**config.mk**
```make
export PLATFORM = sky130hd
export DESIGN_NAME = tt_um_marxkar_progseqdet
export DESIGN_NICKNAME = d
export VERILOG_FILES = /design/src/rtl/tt_um_marxkar_progseqdet.sv
export SDC_FILE = /design/constraint.sdc
export NUM_CORES = 1
export LEC_CHECK = 0
export BUFFER_PORTS_ARGS = -buffer_cell sky130_fd_sc_hd__buf_2
export CAP_MARGIN = 20
export CORE_MARGIN = 2
export CORE_UTILIZATION = 48
export CTS_CLUSTER_SIZE = 25
export DETAILED_ROUTE_END_ITERATION = 10
export PLACE_DENSITY = 0.85
export SYNTH_ARGS = -nofsm -noshare
export SYNTH_HDL_FRONTEND = slang
export SYNTH_SLANG_ARGS = --single-unit
```
**constraint.sdc**
```tcl
create_clock -name clk -period 2.3 [get_ports clk]
set_clock_uncertainty 0.15 [all_clocks]
set_input_delay 0.115 -clock clk [delete_from_list [all_inputs] [get_ports clk]]
set_output_delay 0.115 -clock clk [all_outputs]
set_load 0.05 [all_outputs]
```
**src/rtl/tt_um_marxkar_progseqdet.sv**
```systemverilog
// tt_um_marxkar_progseqdet: strobe-sampled serial sequence detector with run-time pattern/length, overlap modes and saturating match counter
module tt_um_marxkar_progseqdet #(
  parameter int MAX_LEN = 8,
  parameter int CNT_W   = 5
) (
  input  logic [7:0] ui_in,
  output logic [7:0] uo_out,
  input  logic [7:0] uio_in,
  output logic [7:0] uio_out,
  output logic [7:0] uio_oe,
  input  logic       ena,
  input  logic       clk,
  input  logic       rst_n
);
  typedef enum logic [1:0] {UNCFG, FILL, HUNT} state_t;
  state_t               r_state, w_state_n;
  logic [MAX_LEN-1:0]   r_p, w_p_n, r_h, w_h_n, w_h, w_mask;
  logic [3:0]           r_l, w_l_n, r_f, w_f_n, w_len;
  logic [CNT_W-1:0]     r_c, w_c_n;
  logic                 r_m, w_m_n, r_hit, w_hit_n, w_match, w_done;
  assign w_h     = {r_h[MAX_LEN-2:0], ui_in[0]};
  assign w_mask  = {MAX_LEN{1'b1}} >> (4'(MAX_LEN) - r_l);
  assign w_match = ((w_h ^ r_p) & w_mask) == '0;
  assign w_done  = (r_state == HUNT) || (r_f + 4'd1 == r_l);
  assign w_len   = {1'b0, ui_in[6:4]} + 4'd1;
  always_comb begin
    w_state_n = r_state;
    w_p_n     = r_p;
    w_l_n     = r_l;
    w_m_n     = r_m;
    w_h_n     = r_h;
    w_f_n     = r_f;
    w_c_n     = r_c;
    w_hit_n   = 1'b0;
    if (ena) begin
      if (ui_in[7]) begin
        w_p_n     = uio_in[MAX_LEN-1:0];
        w_l_n     = (w_len > 4'(MAX_LEN)) ? 4'(MAX_LEN) : w_len;
        w_m_n     = ui_in[2];
        w_h_n     = '0;
        w_f_n     = '0;
        w_state_n = FILL;
      end else begin
        if (ui_in[3]) w_c_n = '0;
        if (ui_in[1] && r_state != UNCFG) begin
          w_h_n = w_h;
          if (r_state == FILL) begin
            w_f_n     = r_f + 4'd1;
            w_state_n = w_done ? HUNT : FILL;
          end
          // non-overlap restarts the fill so matched bits are never reused
          if (w_done && w_match) begin
            w_hit_n = 1'b1;
            if (!ui_in[3] && !(&r_c)) w_c_n = r_c + CNT_W'(1);
            if (r_m) begin
              w_f_n     = '0;
              w_state_n = FILL;
            end
          end
        end
      end
    end
  end
  always_ff @(posedge clk) begin
    if (!rst_n) begin
      r_state <= UNCFG;
      r_p     <= '0;
      r_l     <= 4'd1;
      r_m     <= 1'b0;
      r_h     <= '0;
      r_f     <= '0;
      r_c     <= '0;
      r_hit   <= 1'b0;
    end else begin
      r_state <= w_state_n;
      r_p     <= w_p_n;
      r_l     <= w_l_n;
      r_m     <= w_m_n;
      r_h     <= w_h_n;
      r_f     <= w_f_n;
      r_c     <= w_c_n;
      r_hit   <= w_hit_n;
    end
  end
  assign uo_out  = {5'(r_c), &r_c, r_state != UNCFG, r_hit};
  assign uio_out = '0;
  assign uio_oe  = '0;
endmodule

```
### After elaboration in Yosys (flattened, before gate mapping)

Cells that the tools add are included.

* flip-flop bits (word level): 32
* input bits: 19
* output and inout port bits: 24
* logic and storage cells: 56

* add/subtract/negate cells: 4
* magnitude comparators: 1
* eq/ne operators: 3
* shift operators: 1
* muxes and demuxes: 19
* bitwise operators: 6
* reduce and logical (&&, ||, !) cells: 14

Operators with widths (number)
* $mux W4: 6
* $mux W5: 4
* $mux W7: 2
* $mux W2: 6
* $and A8 B8 Y8: 1
* $logic_not A8 Y1: 1
* $shr A8 B4 Y8 const A: 1
* $xor A8 B8 Y8: 1
* $reduce_and A2 Y1: 3
* $add A5 B1 Y5 const B: 1
* $reduce_and A5 Y1: 1
* $add A3 B1 Y4 const B: 1
* $add A4 B1 Y4 const B: 1
* $eq A4 B4 Y1: 1
* $gt A4 B4 Y1 const B: 1
* $not A1 Y1: 4
* $reduce_bool A2 Y1: 2
* $reduce_or A4 Y1: 1
* $sub A4 B4 Y4 const A: 1
* $logic_and A1 B1 Y1: 3
* $eq A2 B1 Y1 const B: 1
* $eq A2 B2 Y1 const B: 1
* $logic_not A1 Y1: 2
* $logic_or A1 B1 Y1: 1
* $mux W1: 1

### Longest topological paths before layout

Gate-level depths: netlist (run 1).

* depth after elaboration: 9
* gate-level depth with buffers: 10
* mapped depth without buffers: 10

### Worst setup path after synthesis (run 1)

No wires, ideal clock.

* path kind: reg2reg
* from: reg r_c[0]
* to: reg r_c[2]
* library setup time: 75 ps
* arrival: 2445 ps
* data required time: 2075 ps
* path slack: -370 ps
* cell stages (with the launch flop): 11
* path buffers: 0
* period minus slack after synthesis: 2670 ps
* path through: dfxtp_1 > ha_1 > and3_1 > ha_1 > nor2b_1 > nand2_1 > o31ai_1 > nand2_1 > nor3b_1 > nand2_1 > a31oi_1

* word-level cells in the longest chain between the ends: 6
* elaborated cells between the ends (all ways): 7
* classes of those cells: add/sub (1); mux (3); reduce/logical (3)

Ends and longest elaborated chain
* from (decl): line 19 `logic [CNT_W-1:0] r_c, w_c_n;`
* from (signal assigned): line 81 `r_c <= w_c_n;`
* $reduce_and A5 Y1
* via uo_out[2]: line 7 `output logic [7:0] uo_out,`
* $logic_not A1 Y1: line 54 `if (!ui_in[3] && !(&r_c)) w_c_n = r_c + CNT_W'(1);`
* $logic_and A1 B1 Y1: line 54
* $mux W5: line 54
* $mux W5: line 52 `if (w_done && w_match) begin`
* $mux W5: line 45 `if (ui_in[1] && r_state != UNCFG) begin`

The timed path passes the listed nets, and every way through them passes these cells.
A chain may end at the register's enable or synchronous reset.

### Worst setup path after layout (run 1)

* from: reg r_l[1]
* to: reg r_f[0]

* word-level cells in the longest chain between the ends: 8
* elaborated cells between the ends (all ways): 10
* classes of those cells: add/sub (1); eq/ne (1); shift (1); mux (3); bitwise (1); reduce/logical (3)

Ends and longest elaborated chain
* from (decl): line 18 `logic [3:0] r_l, w_l_n, r_f, w_f_n, w_len;`
* from (signal assigned): line 77 `r_l <= w_l_n;`
* $sub A4 B4 Y4: line 22 `assign w_mask = {MAX_LEN{1'b1}} >> (4'(MAX_LEN) - r_l);`
* $shr A8 B4 Y8: line 22
* $and A8 B8 Y8: line 23 `assign w_match = ((w_h ^ r_p) & w_mask) == '0;`
* $logic_not A8 Y1: line 23
* $logic_and A1 B1 Y1 *: line 52
* $mux W4 *: line 52
* $mux W4 *: line 45
* $mux W4 *: line 36 `if (ui_in[7]) begin`
* to (signal assigned): line 80 `r_f <= w_f_n;`
* to (decl): line 18

Every way passes the cells marked *; elsewhere a longest branch is shown, timed or not. The select of a mux whose other input is x is not followed.

==> results of run 1 <==
-- layout by cell type, fill, tap and decap left out, types with 4 or more instances in the layout --
master / instances
dfxtp_2: 7
ha_4: 4
dfxtp_1: 24
a22o_1: 7
conb_1: 16
a21boi_0: 8
a21oi_1: 7
nor2_1: 6
buf_4: 5
clkbuf_8: 7
xnor2_1: 7
o22ai_1: 4
buf_2: 26
nand2_1: 39
nand2b_1: 5
dlygate4sd3_1: 13
-- cells by family after synthesis --
kind of cell / count (synthesis)
other: 1
AO/OA/AOI/OAI: 49
buffers and inverters: 28
adder cells (fa/ha/maj): 7
XOR/XNOR: 15
AND/OR/NAND/NOR: 80
flip-flops: 32
-- timing repair --
item	CTS	global route
resized for setup	0	28
endpoints found under the hold margin	12	0
endpoints found under the setup margin	0	9
buffers inserted	0	0
hold buffers	13	0
-- worst max-delay path, delay by kind of cell, from the launching register on --
kind,cells,cell delay [ps]
xor+xnor,1,160
compound gates,3,540
simple gates,3,760
fa+ha+maj,1,180
flops,1,330
buf+inv,1,70
-- routing by layer --
layer  wire length [um]  track usage  vias up
li1                   -            -      802
met1               1900        0.254      809
met2               2400        0.370       68
met3                246       0.0497       13
met4                117       0.0911        0
met5                  0            0        -
-- power groups by stage --
stage	Sequential, mW	Combinational (mW)	Clock [mW]
floorplan	0.590	0.175	0
global placement	0.590	0.208	0
detailed placement	0.591	0.213	0
CTS	0.579	0.229	0.471
global route	0.582	0.276	0.497
finish	0.581	0.260	0.471
-- flip-flops by register name (all words and copies together), names as in the netlist --
name / cells
r_p: 8
r_h: 7
r_c: 5
r_f: 4
r_l: 4
r_state: 2
r_hit: 1
r_m: 1
-- final timing paths --
| path | endpoint | cells after the start | from |
|---|---|---|---|
| max | r_f[0] | 9 | r_l[1] |
| min | r_c[2] | 3 | ui_in[3] |
| max reg2reg | r_f[0] | 9 | r_l[1] |
| min reg2reg | r_c[1] | 2 | r_c[1] |
-- layout make-up --
type | instances | area share
Sequential cell | 32 | 0.284
Clock buffer | 7 | 0.0419
Inverter | 6 | 0.00979
Tap cell | 48 | 0.0261
Timing Repair Buffer | 45 | 0.134
Multi-Input combinational cell | 167 | 0.504
==> summary.txt, run 1 <==
Logic synthesis
  • Post-Synth Simple-Gate Area: 0.229
  • Synth Area in Compound Gates: 0.187
  • Asr flop ratio synth: 0
  • Largest family of logic cells by synthesized area: simple AND/OR/NAND/NOR gates
  • Synth cell count leaders: nand2_1, dfxtp_1, buf_4, a21oi_1, xnor2_1
  • Number of synthesized flops with an enable pin: 0
  • Ranking of synthesized cells by area: dfxtp_1, nand2_1, buf_4, ha_1, xnor2_1
  • Synth top area share: 0.358
  • Synth Register Bits: 32
  • Main synth FF type: dfxtp_1
  • Most common cell in the netlist: nand2_1
  • Seq/Total Area, Yosys: 0.358
  • Post-Synth Adder-Cell Area: 0.0489
  • Largest area contributor in the netlist: dfxtp_1
  • Post-Synth XOR/XNOR Area: 0.0810
  • Avg Cell Area, Syn: 8.45 sq um
  • Post-synthesis instance area: about 0.0018 sq mm
  • Yosys warns: 0
  • Synthesized netlist cell count: around 210
  • Post-synthesis mux area share: 0
  • Cell variety after synth: 46

Timing
  • Final Slew Violations: 0
  • Hold Vio Cnt, Final: 0
  • Crit path time final: between 2000 and 2500 ps
  • Fmax: about 440 MHz
  • Final period utilization: 0.995
  • Setup-failing EPs final: 0
  • Relative slew slack: 0.631
  • Slew @ Worst Pin: about 550 ps
  • Fin Hold WS: 49.9 ps
  • Post-route setup TNS: 0 ps
  • PnR worst setup slack: approximately 11 ps

Drt
  • WL per Instance: 15.3 um
  • Vias per cell: 5.55
  • DRT Pass-1 Iters: 4
  • Via Count: around 1700
  • Antenna Violating Nets Remaining: 0
  • DRC Markers: 0
  • DRT iter0 DRCs: 80
  • Drt total wl: between 4 and 5 mm

Place
  • DP Worst Slack: 30.8 ps
  • Dpl hpwl: 2.82 mm
  • Post-DP Area: about 0.0020 sq mm
  • DP Cell Count: about 290
  • RePlAce Congestion: approximately 0.8
  • PortBufs: 26

Setup path
  • CP arrival: approximately 2300 ps
  • Critical path type: reg2reg
  • Crit path capture type: flip-flop
  • Slowest stage delay, CP: roughly 500 ps
  • Worst path slowest cell: or4_4
  • R2r setup slk: between 10 and 15 ps
  • Critical path cell sequence: inv_2 -> ha_4 -> xnor2_4 -> a21oi_2 -> nor4_1 -> a21o_1 -> and3_4 -> or4_4 -> o32ai_1
  • CP Launch Type: flip-flop
  • CP max FO: 5
  • Critical Path RT: ~2300 ps

Pwr
  • Sequential power share: 0.443
  • Clock Power Share: 0.359
  • Power Density: about 570 mW/mm^2
  • Switching pwr: ~380 uW
  • Leakage: roughly 0.96 nW
  • Pint: about 930 uW
  • Switch share: 0.293
  • Worst-case vdd ir drop: roughly 0.00054 V
  • Total power: around 1.3 mW
  • Comb pwr share: 0.198

Clocking
  • Number of H-tree levels: 2
  • Sink Count: 32
  • CTS Buf Count: 5
  • CTS clk-pin slew, worst paths: around 70 ps
  • CTS Root Cell: clkbuf_8
  • Worst skew pair latency: 290 ps
  • CTS tree: done
  • Clock tree buffer depth: 2

GRT
  • Gr usage total: 0.214
  • Pin count of the biggest net entering global routing: 23
  • First-pass GRT wire length: 6.89 mm
  • Initial antenna violation count: 0
  • Vias in the first global route: between 1500 and 2000
  • Grt ovf: 0

Finish
  • P&R area growth vs syn: 28.4%
  • Nets: ~280
  • Finished Cell Area: 0.00230 sq mm
  • Final core utilization: 0.633
  • Reg area: between 600 and 700 sq um
  • Fill cell count: about 300
  • Share of layout cells above drive strength 1: 0.276
  • Multi-input combinational cell area: between 0.001 and 0.0015 sq mm
  • Non-filler cells in the finished layout: a little over 300
  • Diodes inserted: 0

Run status
  • Status: finished clean

Job
  • Max-cap violations: 0

Floorplanning
  • Ports: 43
  • Core ar.: between 0.003 and 0.004 sq mm
  • Die X: ~65 um
  • Row cnt: 22
  • Die ar.: 0.00424 sq mm
  • Initial Util: 0.493
  • DIE HEIGHT: 65.1 um

Hold path
  • Path type of the worst min-delay path: in2reg
(Power assumes the default switching activity.)
==> run 2, diff against run 1 <==
--- a/config.mk
+++ b/config.mk
@@ -12,6 +12,7 @@
 export CTS_CLUSTER_SIZE = 25
 export DETAILED_ROUTE_END_ITERATION = 10
 export PLACE_DENSITY = 0.85
+export SETUP_SLACK_MARGIN = 0.1
 export SYNTH_ARGS = -nofsm -noshare
 export SYNTH_HDL_FRONTEND = slang
 export SYNTH_SLANG_ARGS = --single-unit
==> run 2 against run 1 <==
Register-to-register slack is essentially flat. First-iteration DRC count is 38% lower. Final cell count increased by 1.6%. Critical path type unchanged. Critical endpoint is now r_f[1]. Largest cell class unchanged. Highest routed layer unchanged.
==> summary.txt, run 2 (same netlist as run 1, synthesis figures left out) <==
Clocking
  • Number of H-tree levels: 2
  • CTS clk-pin slew, worst paths: approximately 60 ps
  • CTS Root Cell: clkbuf_8
  • Worst skew pair latency: a little under 300 ps
  • Clock tree buffer depth: 2
  • Sink Count: 32
  • CTS Buf Count: 5
  • CTS tree: done

Finish
  • P&R area growth vs syn: 32.8%
  • Non-filler cells in the finished layout: between 300 and 400
  • Diodes inserted: 0
  • Max reg flops: 8
  • Fill cell count: between 200 and 300
  • Finished Cell Area: ~0.0024 sq mm
  • Biggest regs: r_p: 8 flops, r_h: 7 flops, r_c: 5 flops
  • Final core utilization: 0.655
  • Share of layout cells above drive strength 1: 0.317
  • Commonest cells after routing, fill and taps aside: nand2_1, buf_2, dfxtp_1
  • Most common cell after layout, fill and taps aside: nand2_1
  • Nets: 288
  • Most flops, register: r_p

Floorplanning
  • Initial Util: 0.493
  • Row cnt: 22
  • Die ar.: 0.00424 sq mm
  • Core ar.: 0.00363 sq mm
  • Die X: around 65 um
  • DIE HEIGHT: about 65 um
  • Ports: 43

Timing
  • Final period utilization: 0.991
  • Final Slew Violations: 0
  • Setup-failing EPs final: 0
  • Fin Hold WS: ~28 ps
  • Crit path time final: around 2300 ps
  • Hold Vio Cnt, Final: 0
  • RSZ-0062 raised after global routing: yes
  • Relative slew slack: 0.610
  • Slew @ Worst Pin: a little under 600 ps
  • Fmax: between 400 and 500 MHz

Drt
  • Vias per cell: ~5.5
  • DRT iter0 DRCs: 50
  • DRC Markers: 0
  • Drt total wl: 4.74 mm
  • DRT Pass-1 Iters: 4
  • WL per Instance: 15.3 um
  • Via Count: approximately 1700
  • Antenna Violating Nets Remaining: 0

Setup path
  • Crit path capture type: flip-flop
  • Critical Path RT: between 2000 and 2500 ps
  • WP buf/inv: 0
  • Critical Path Start: r_f[2]
  • Worst reg2reg endpoint: r_f[1]
  • FF-to-FF path depth: 7
  • Cell depth of the worst setup path: 7
  • R2r setup slk: approximately 22 ps
  • CP Capture Point: r_f[1]
  • Slowest stage delay, CP: approximately 500 ps
  • Critical path cell sequence: xnor3_1 -> nand3_2 -> nor2_1 -> or2_1 -> and3_4 -> or4_4 -> o32ai_1
  • CP Launch Type: flip-flop
  • CP arrival: ~2300 ps
  • Reg2reg start: r_f[2]
  • Critical path type: reg2reg
  • Worst path slowest cell: or4_4
  • CP max FO: 5
  • Crit-path leading delay family: simple AND/OR/NAND/NOR gates

Place
  • DP Cell Count: around 290
  • PortBufs: 26
  • RePlAce Congestion: approximately 0.91
  • Dpl hpwl: 2.78 mm
  • Post-DP Area: approximately 0.0020 sq mm

Pwr
  • Power Density: approximately 530 mW/mm^2
  • Worst-case vdd ir drop: 0.000446 V
  • Leakage: 0.988 nW

GRT
  • Gr usage total: 0.218
  • Initial antenna violation count: 0
  • First-pass GRT wire length: roughly 7.0 mm
  • Pin count of the biggest net entering global routing: 17
  • Grt ovf: 0
  • Vias in the first global route: around 1600

Run status
  • Status: finished clean

Hold path
  • Path type of the worst min-delay path: in2reg

Job
  • Max-cap violations: 0
[run 2: layer usage]
metal  GRT usage  part of all wire  up-vias
li1            -                 -      810
met1       0.257              0.39      785
met2       0.369              0.52       86
met3      0.0531             0.064       10
met4       0.109             0.021        0
met5           0                 0        -
[run 2: metrics by stage]
stage | TNS [ps] | worst slack [ps] | power (mW)
final | 0 | 21.5 | 1.26
after global routing | -128 | -65.6 | 1.31
after CTS | 0 | 117 | 1.23
after detailed placement | 0 | 19.5 | 0.806
after global placement | 0 | 133 | 0.801
after floorplan | 0 | 106 | 0.766
[run 2: final cells by class]
| type | instances | area, sq um | area share |
|---|---|---|---|
| flip-flops and latches | 32 | 657 | 0.276 |
| inverters | 6 | 25.0 | 0.0105 |
| repair buffers | 50 | 343 | 0.144 |
| clock buffers | 6 | 72.6 | 0.0305 |
| well taps | 48 | 60.1 | 0.0252 |
| clock inverters | 1 | 5.00 | 0.00210 |
| multi-input cells | 167 | 1220 | 0.512 |
[run 2: repair_timing]
item	CTS	global route
buffers inserted	2	1
endpoints found under the hold margin	12	0
hold buffers	13	0
pin swaps	2	7
endpoints found under the setup margin	9	10
cloned	0	0
gates resized for setup	10	21
[run 2: how the worst min path moves through the flow]
| stage | slack (ps) | end | depth (start not counted) | startpoint |
|---|---|---|---|---|
| finish | 30 | r_c[2] | 3 | ui_in[3] |
| CTS | 20 | r_c[2] | 3 | ui_in[3] |
| floorplan | 90 | r_l[0] | 1 | ui_in[4] |
| detailed placement | 210 | r_h[0] | 2 | ui_in[0] |
| global placement | 210 | r_h[0] | 2 | ui_in[0] |
| global route | 40 | r_p[7] | 2 | rst_n |
[run 2: tightest hold or removal path, cell delays in order]
cell and delay (ps):
buf_2 120, or3b_2 120, a31oi_1 60
[run 2: power by group]
part           internal (mW)  switching, mW  total, mW
combinational          0.103          0.176      0.279
sequential             0.565         0.0129      0.578
clock                  0.205          0.200      0.405
total                  0.873          0.389       1.26
==> run 3, diff against run 2 <==
--- a/config.mk
+++ b/config.mk
@@ -5,13 +5,13 @@
 export SDC_FILE = /design/constraint.sdc
 export NUM_CORES = 1
 export LEC_CHECK = 0
-export BUFFER_PORTS_ARGS = -buffer_cell sky130_fd_sc_hd__buf_2
+export BUFFER_PORTS_ARGS = -buffer_cell sky130_fd_sc_hd__buf_4
 export CAP_MARGIN = 20
 export CORE_MARGIN = 2
-export CORE_UTILIZATION = 48
+export CORE_UTILIZATION = 55
 export CTS_CLUSTER_SIZE = 25
 export DETAILED_ROUTE_END_ITERATION = 10
-export PLACE_DENSITY = 0.85
+export PLACE_DENSITY = 0.91
 export SETUP_SLACK_MARGIN = 0.1
 export SYNTH_ARGS = -nofsm -noshare
 export SYNTH_HDL_FRONTEND = slang
==> constraint.sdc (replaced) <==
create_clock -name clk -period 2.8 [get_ports clk]
set_clock_uncertainty 0.15 [all_clocks]
set_input_delay 0.14 -clock clk [delete_from_list [all_inputs] [get_ports clk]]
set_output_delay 0.14 -clock clk [all_outputs]
set_load 0.05 [all_outputs]
==> run 3 against run 2 <==
First-iteration DRC count up 34%. Register-to-register slack better by 220 ps. Via count decreased by 2.1%. Sequential share of layout area is 1.3 points higher. Critical path depth increased by 2. Clock power down 13%. Worst hold slack got worse by 18 ps. Combinational power shrank 30%. Largest cell class unchanged. Sequential power down 17%.
==> summary.txt, run 3 (same netlist as run 1, synthesis figures left out) <==
GRT
  • Grt ovf: 0
  • Vias in the first global route: ~1600
  • Pin count of the biggest net entering global routing: 23
  • Initial antenna violation count: 0
  • Gr usage total: 0.261
  • First-pass GRT wire length: 6.98 mm

Floorplanning
  • Initial Util: 0.582
  • DIE HEIGHT: 61.1 um
  • Die X: slightly above 60 um
  • Core ar.: 0.00308 sq mm
  • Die ar.: about 0.0037 sq mm
  • Row cnt: 20
  • Ports: 43

Clocking
  • Number of H-tree levels: 2
  • CTS Buf Count: 5
  • Worst skew pair latency: roughly 350 ps
  • CTS clk-pin slew, worst paths: around 110 ps
  • Resized Gates After CTS: 0
  • Sink Count: 32
  • Clock tree buffer depth: 2
  • CTS tree: done
  • CTS Root Cell: clkbuf_4

Pwr
  • Comb pwr share: 0.190
  • Pint: a little over 700 uW
  • Total power: 1.02 mW
  • Worst-case vdd ir drop: approximately 0.00032 V
  • Leakage: 0.955 nW
  • Sequential power share: 0.467
  • Power Density: ~460 mW/mm^2
  • Switching pwr: around 300 uW
  • Clock Power Share: 0.343
  • Switch share: 0.293

Setup path
  • Critical path type: reg2reg
  • Slowest stage delay, CP: roughly 480 ps
  • FF-to-FF path depth: 9
  • CP Launch Type: flip-flop
  • Worst path slowest cell: or4_4
  • Crit path capture type: flip-flop
  • CP arrival: between 2000 and 3000 ps
  • Critical path cell sequence: inv_1 -> ha_1 -> xnor2_1 -> a21oi_1 -> nor4_1 -> a21o_1 -> and3_4 -> or4_4 -> o32ai_1
  • R2r setup slk: around 240 ps
  • Reg2reg start: r_l[0]
  • CP max FO: 9
  • Critical Path RT: roughly 2900 ps
  • Worst reg2reg endpoint: r_f[1]

Timing
  • RSZ-0062 raised after global routing: no
  • Crit path time final: 2560 ps
  • Post-route setup TNS: 0 ps
  • Relative slew slack: 0.556
  • Setup-failing EPs final: 0
  • Final Slew Violations: 0
  • Final period utilization: 0.913
  • Slew @ Worst Pin: 664 ps
  • Hold Vio Cnt, Final: 0
  • Fmax: slightly below 400 MHz

Job
  • Max-cap violations: 0

Drt
  • DRT iter0 DRCs: 67
  • Vias per cell: between 5 and 6
  • DRT Pass-1 Iters: 5
  • Drt total wl: ~4.4 mm
  • DRC Markers: 0
  • WL per Instance: approximately 15 um
  • Antenna Violating Nets Remaining: 0
  • Via Count: between 1500 and 2000

Finish
  • Reg area: around 640 sq um
  • Fill cell count: about 220
  • Non-filler cells in the finished layout: ~300
  • Multi-input combinational cell area: roughly 0.0010 sq mm
  • Max reg flops: 8
  • P&R area growth vs syn: 23.7%
  • Nets: 283
  • Commonest cells after routing, fill and taps aside: nand2_1, dfxtp_1, buf_4
  • Share of layout cells above drive strength 1: 0.159
  • Diodes inserted: 0
  • Most common cell after layout, fill and taps aside: nand2_1
  • Biggest regs: r_p: 8 flops, r_h: 7 flops, r_c: 5 flops
  • Most flops, register: r_p
  • Finished Cell Area: between 0.002 and 0.0025 sq mm

Hold path
  • Hold path endpoint: r_p[5]
  • Hold depth: 2
  • Hold Path Origin: rst_n
  • Path type of the worst min-delay path: in2reg

Place
  • DP Cell Count: between 200 and 300
  • Post-DP Area: ~0.0020 sq mm
  • Dpl hpwl: about 2.7 mm
  • RePlAce Congestion: approximately 0.87
  • PortBufs: 26

Run status
  • Status: finished clean
==> run 3: cell count changes in the layout (fill, tap and decap cells not counted), moves of 4 or more <==
cell / change
buf_2: -26
buf_4: +16
clkbuf_4: +5
clkbuf_8: -5
dfxtp_1: +7
dfxtp_2: -4
dlygate4sd3_1: +5
ha_1: +5
ha_4: -5
==> run 3: worst max-delay path by stage <==
stage | startpoint | endpoint | cells past startpoint | slack (ps)
finish | r_l[0] | r_f[1] | 9 | 240
global route | r_l[1] | r_f[0] | 9 | 130
CTS | r_l[0] | r_f[1] | 9 | 340
detailed placement | r_l[0] | r_f[1] | 9 | 380
global placement | r_l[0] | r_state[1] | 9 | 440
floorplan | r_c[0] | r_c[2] | 10 | 130
==> run 3: final cells by class <==
class                      instances  share of cell area
inverter                           6              0.0102
clock inverter                     2              0.0158
sequential                        32               0.289
multi-input combinational        167               0.469
tap                               44              0.0248
clock buffer                       6              0.0186
timing repair buffer              45               0.173
==> run 3: power by group through the flow <==
stage | clock network (mW) | logic (mW) | registers (mW)
floorplan | 0 | 0.143 | 0.484
global placement | 0 | 0.165 | 0.487
detailed placement | 0 | 0.168 | 0.487
CTS | 0.352 | 0.187 | 0.477
global route | 0.369 | 0.208 | 0.478
finish | 0.351 | 0.194 | 0.477
==> run 3: routing by layer <==
| layer | GRT usage | share of wire |
|---|---|---|
| met5 | 0 | 0 |
| met4 | 0.186 | 0.029 |
| met3 | 0.0588 | 0.067 |
| met2 | 0.433 | 0.50 |
| met1 | 0.295 | 0.40 |
==> run 3: what timing repair did <==
| item | in CTS | in global routing |
|---|---|---|
| hold endpoints to repair | 15 | 0 |
| setup endpoints to repair | 0 | 0 |
| setup buffers | 0 | 0 |
| hold buffers | 18 | 0 |
==> run 3: metrics by stage <==
| stage | hold slack (ps) | utilization | setup slack (ps) |
|---|---|---|---|
| floorplan | 123 | - | 130 |
| global placement | 240 | 0.637 | 442 |
| detailed placement | 247 | 0.637 | 378 |
| CTS | 2.91 | 0.720 | 344 |
| global route | 19.8 | 0.720 | 132 |
| finish | 10.5 | 0.720 | 244 |
==> run 3: critical path: cells and delay by family, from the launching register on <==
kind	cells	cell delay [ps]
adder cells (fa/ha/maj)	1	220
AO/OA/AOI/OAI	3	600
AND/OR/NAND/NOR	3	790
XOR/XNOR	1	170
flip-flops	1	450
buffers and inverters	1	90
